File: src/rtl/imm_serializer.sv
// imm_serializer
//   Loads an N-bit immediate operand and streams it to the PIM column drivers
//   W bits per step, LSB-first or MSB-first, with a programmable operand length.
//   With W=1 it behaves as the legacy bit-serial immediate shift register.
//
// Ports
//   clk          rising-edge clock
//   rst_n        asynchronous active-low reset
//   D            immediate operand
//   len          number of valid operand bits D[len-1:0] (clamped to N)
//   dir          0 = LSB-first, 1 = MSB-first
//   PIM_load     load D/len/dir and start a new stream (wins over Update_load)
//   Update_load  consumer advance, honoured only while out_valid=1
//   Q            internal shift register (debug/legacy observation)
//   out_bits     current chunk, invalid bit positions forced to 0
//   out_valid    out_bits holds valid data
//   out_last     current chunk is the final one
//   rem          bits still to be emitted, including the current chunk
//   done         one-cycle pulse after the final chunk is accepted
module imm_serializer #(
    parameter int N  = 25,
    parameter int W  = 1,
    parameter int LW = $clog2(N + 1)
) (
    input  logic          clk,
    input  logic          rst_n,
    input  logic [N-1:0]  D,
    input  logic [LW-1:0] len,
    input  logic          dir,
    input  logic          PIM_load,
    input  logic          Update_load,
    output logic [N-1:0]  Q,
    output logic [W-1:0]  out_bits,
    output logic          out_valid,
    output logic          out_last,
    output logic [LW-1:0] rem,
    output logic          done
);

    typedef enum logic [1:0] {
        IDLE,
        STREAM,
        FIN
    } state_t;

    state_t        state;
    state_t        state_nxt;
    logic [N-1:0]  q;
    logic [LW-1:0] rem_q;
    logic          dir_q;

    logic [LW-1:0] len_eff;
    logic [N-1:0]  d_masked;
    logic [N-1:0]  load_val;
    logic          advance;
    logic [W-1:0]  chunk;
    logic [W-1:0]  chunk_mask;

    // Load-side operand preparation. An MSB-first operand is left-justified so
    // its first bit sits at Q[N-1], which lets both directions share one shifter.
    always_comb begin
        len_eff  = (len > LW'(N)) ? LW'(N) : len;
        // A shift by len_eff == N yields all zeros, so the mask becomes all ones.
        d_masked = D & ~({N{1'b1}} << len_eff);
        load_val = dir ? (d_masked << (LW'(N) - len_eff)) : d_masked;
        advance  = out_valid & Update_load & ~PIM_load;
    end

    // NOTE: every signal written in a combinational block gets a default first,
    // otherwise a path that skips the assignment infers a latch.
    always_comb begin
        state_nxt = state;
        case (state)
            IDLE:    state_nxt = IDLE;
            STREAM:  if (advance && (rem_q <= LW'(W))) state_nxt = FIN;
            FIN:     state_nxt = IDLE;
            default: state_nxt = IDLE;
        endcase
        // A load aborts whatever is in flight; an aborted stream never reaches FIN.
        if (PIM_load) state_nxt = (len_eff == '0) ? FIN : STREAM;
    end

    // NOTE: sequential state uses non-blocking assignments so every register
    // samples pre-edge values regardless of statement order.
    always_ff @(posedge clk or negedge rst_n) begin
        if (!rst_n) begin
            state <= IDLE;
        end else begin
            state <= state_nxt;
        end
    end

    always_ff @(posedge clk or negedge rst_n) begin
        if (!rst_n) begin
            q     <= '0;
            rem_q <= '0;
            dir_q <= 1'b0;
        end else if (PIM_load) begin
            q     <= load_val;
            rem_q <= len_eff;
            dir_q <= dir;
        end else if (advance) begin
            q     <= dir_q ? (q << W) : (q >> W);
            rem_q <= (rem_q > LW'(W)) ? (rem_q - LW'(W)) : '0;
        end
    end

    // When fewer than W bits remain, only the rem bits nearest the output end
    // are real. rem is 0 outside STREAM, so the mask also blanks idle output.
    always_comb begin
        chunk      = dir_q ? q[N-1:N-W] : q[W-1:0];
        chunk_mask = dir_q ? ~({W{1'b1}} >> rem_q) : ~({W{1'b1}} << rem_q);
        out_bits   = chunk & chunk_mask;
    end

    assign Q         = q;
    assign rem       = rem_q;
    assign out_valid = (state == STREAM);
    assign done      = (state == FIN);
    assign out_last  = out_valid & (rem_q <= LW'(W));

endmodule

File: config.mk
export PLATFORM = sky130hd
export DESIGN_NAME = imm_serializer
export DESIGN_NICKNAME = d
export VERILOG_FILES = /design/src/rtl/imm_serializer.sv
export SDC_FILE = /design/constraint.sdc
export NUM_CORES = 1
export LEC_CHECK = 0
export ABC_CLOCK_PERIOD_IN_PS = 2600
export BUFFER_PORTS_ARGS = -buffer_cell sky130_fd_sc_hd__buf_4
export CORE_MARGIN = 1.5
export CORE_UTILIZATION = 50
export CTS_CLUSTER_DIAMETER = 80
export DETAILED_ROUTE_END_ITERATION = 12
export PLACE_DENSITY = 0.7
export SLEW_MARGIN = 20
export SYNTH_ARGS = -nofsm -noshare
export SYNTH_HDL_FRONTEND = slang
export SYNTH_SLANG_ARGS = --single-unit
File: constraint.sdc
create_clock -name clk -period 2.6 [get_ports clk]
set_input_delay 0.39 -clock clk [delete_from_list [all_inputs] [get_ports clk]]
set_output_delay 0.39 -clock clk [all_outputs]
set_load 0.02 [all_outputs]
==> flow_metrics.env <==
export IMPL_hpwlAfterDp_um=12900
export IMPL_dpl_worst_slack_ns=-0.00571
export IMPL_max_vdd_ir_drop_uv=213
export IMPL_slowest_stage="mux4_2"
export IMPL_fin_area_um2=5120
export IMPL_criticalPathCategory="in2reg"
export IMPL_p_switching_mw=1.01
export IMPL_switching_share_pct=43.7
export IMPL_min_period_ns=2.34
export IMPL_ys_ff_latch=33
export IMPL_pwr_share_seq_pct=29.9
export IMPL_root_buffer="clkbuf_8"
export IMPL_fin_tns_setup_ns=0
export IMPL_critPathMaxFanout=5
export IMPL_syn_cell_area_um2=4000
export IMPL_antennaDiodeCount=0
export IMPL_hold_class="in2async"
export IMPL_initial_utilization_pct=51.7
export IMPL_drc=0
export IMPL_coreArea_um2=7730
export IMPL_avgSynthCellArea_um2=7.60
export IMPL_insertion_delay_ns=0.29
export IMPL_setup_ws_ns=0.255
export IMPL_p_int_mw=1.29
export IMPL_comb_power_share_pct=53.5
export IMPL_max_cap_violations=0
export IMPL_clk_pin_slew_ns=0.07
export IMPL_drv_slew=0
export IMPL_cts_sinks=33
export IMPL_clock_fmax_mhz=426
export IMPL_die_area_um2=8540
export IMPL_required_ns=2.75
export IMPL_area_delta_synth_final_pct=28.0
export IMPL_synthCells=526
export IMPL_critPathTopFamily="compound AO/OA/AOI/OAI gates"
export IMPL_cts_tree="yes"
export IMPL_syn_num_nets=567
export IMPL_antenna_found_initial=0
export IMPL_synth_top_flop_cell="dfrtp_1"
export IMPL_rows=32
export IMPL_crit_chain="buf_4, a21boi_4, inv_2, ha_4, ha_1, nand2b_1, o211a_1, or2_1, mux4_2, a221oi_2, o22ai_1"
export IMPL_numPortBuffers=68
export IMPL_drt_total_wl_um=16700
export IMPL_cts_max_path_buffers=2
export IMPL_fin_skew_ns=0.00753
export IMPL_setup_violations=0
export IMPL_p_per_area_nw_per_um2=449
export IMPL_tightestPinTransition_ns=0.776
export IMPL_grt_first_pass_wirelength_um=26100
export IMPL_synth_edf_count=0
export IMPL_chipWidth_um=92.4
export IMPL_drive_above_1_share_pct=29.4
export IMPL_finalCritPeriodShare_pct=90.2
export IMPL_final_util_pct=66.2
export IMPL_overflow=0
export IMPL_dp_cells=716
export IMPL_grt_pass1_vias=4748
export IMPL_ys_seq_area_share_pct=20.7
export IMPL_final_cell_mix="buf_4 (138), nor2_1 (48), a21oi_1 (45)"
export IMPL_start_kind="input port"
export IMPL_status="finished clean"
export IMPL_ios=69
export IMPL_grtUsageTotal_pct=39.7
export IMPL_dr_pass1_iters=6
export IMPL_post_cts_buffers=0
export IMPL_p_leak_nw=2.22
export IMPL_wl_per_cell_um=23.0
export IMPL_gp_congestion=1.02
export IMPL_finalHoldViolCount=0
export IMPL_die_h_um=92.4
export IMPL_crit_path_end_kind="flop"
export IMPL_post_cts_resized=0
export IMPL_critPathBufInv=2
export IMPL_layout_commonest_cell="buf_4"
export IMPL_ant_nets=0
export IMPL_async_flop_share_pct=100
export IMPL_fin_nets=662
export IMPL_drtIter0Drc=545
export IMPL_final_cell_count_no_fill=724
export IMPL_ys_warn_count=0
export IMPL_place_area_um2=5040
export IMPL_nFillCells=660
export IMPL_arrival_ns=2.50
export IMPL_rsz0062_at_grt="no"
export IMPL_relSlewSlack_pct=48.2
export IMPL_vias_per_cell=6.91
export IMPL_max_stage_delay_ns=0.55
export IMPL_synth_cell_type_count=72
export IMPL_numCtsBuffers=5
export IMPL_cts_htree_levels=2
export IMPL_ctsHoldBuffers=0
export IMPL_power_share_clock_pct=16.6
export IMPL_vias=5004
export IMPL_grt_max_degree=34
## path summary, 6_finish.rpt
| kind | startpoint | end | slack [ns] | depth (start not counted) |
|---|---|---|---|---|
| worst max-delay path | len[1] | Q[23] | 0.26 | 11 |
| worst min-delay path | rst_n | state[1] | 0.03 | 1 |
| worst max register to register | dir_q | Q[8] | 0.49 | 5 |
| worst min register to register | Q[11] | Q[11] | 0.62 | 2 |
| max in group asynchronous | rst_n | Q[6] | 2.26 | 1 |
| min in group clk | Update_load | state[0] | 0.38 | 4 |
## Yosys cell counts (9+ instances only)
cell	count	area, um2
a211oi_1	16	120
a21oi_1	45	225
a31oi_1	9	56.3
buf_2	15	75.1
clkbuf_1	28	105
dfrtp_1	33	826
inv_1	17	63.8
mux2i_1	32	320
mux4_2	9	203
nand2_1	39	146
nand3_1	9	45.0
nor2_1	48	180
nor3_1	20	100
o211ai_1	12	90.1
o21ai_0	32	160
o21ai_1	10	50.1
## cell families after synthesis
| family | count (synthesis) | synth area share, % |
|---|---|---|
| AND/OR/NAND/NOR | 156 | 18.5 |
| adder cells (fa/ha/maj) | 6 | 1.88 |
| AO/OA/AOI/OAI | 217 | 37.6 |
| flip-flops | 33 | 20.7 |
| buffers and inverters | 69 | 7.13 |
| multiplexers | 45 | 14.2 |
## stage by stage
| step | hold WS (ns) | total power [mW] |
|---|---|---|
| 2_1_floorplan | 0.0944 | 1.39 |
| 3_3_place_gp | 0.349 | 1.87 |
| 3_5_place_dp | 0.357 | 1.89 |
| 4_1_cts | 0.0460 | 2.26 |
| 5_1_grt | 0.0550 | 2.41 |
| 6_report | 0.0269 | 2.30 |
## sequential cells by signal, summed over array words and instances, names as in the netlist
signal,count
state,2
Q,25
rem,5
dir_q,1
## metal layers
| metal | track usage (%) | up-vias | share of wire (%) | wire length (um) |
|---|---|---|---|---|
| met5 | 0 | - | 0 | 0 |
| met4 | 19.1 | 0 | 5.0 | 827 |
| met3 | 6.81 | 66 | 10 | 1710 |
| met2 | 62.6 | 364 | 45 | 7480 |
| met1 | 52.4 | 2356 | 40 | 6650 |
| li1 | - | 2218 | - | - |
## area by class of cell
type,count,area (um2),share of cell area [%]
clock inverter,2,10.0,0.196
multi-input combinational,424,2960,57.8
clock buffer,6,72.6,1.42
tap,102,128,2.49
sequential,33,826,16.1
timing repair buffer,139,1060,20.6
inverter,18,70.1,1.37
## power groups by stage
stage                     clock network (mW)  logic, mW  registers, mW
after floorplan                            0      0.651          0.743
after global placement                     0       1.18          0.689
after detailed placement                   0       1.19          0.694
after CTS                              0.379       1.20          0.684
after global routing                   0.407       1.31          0.696
final                                  0.382       1.23          0.688
(Power assumes the default switching activity.)
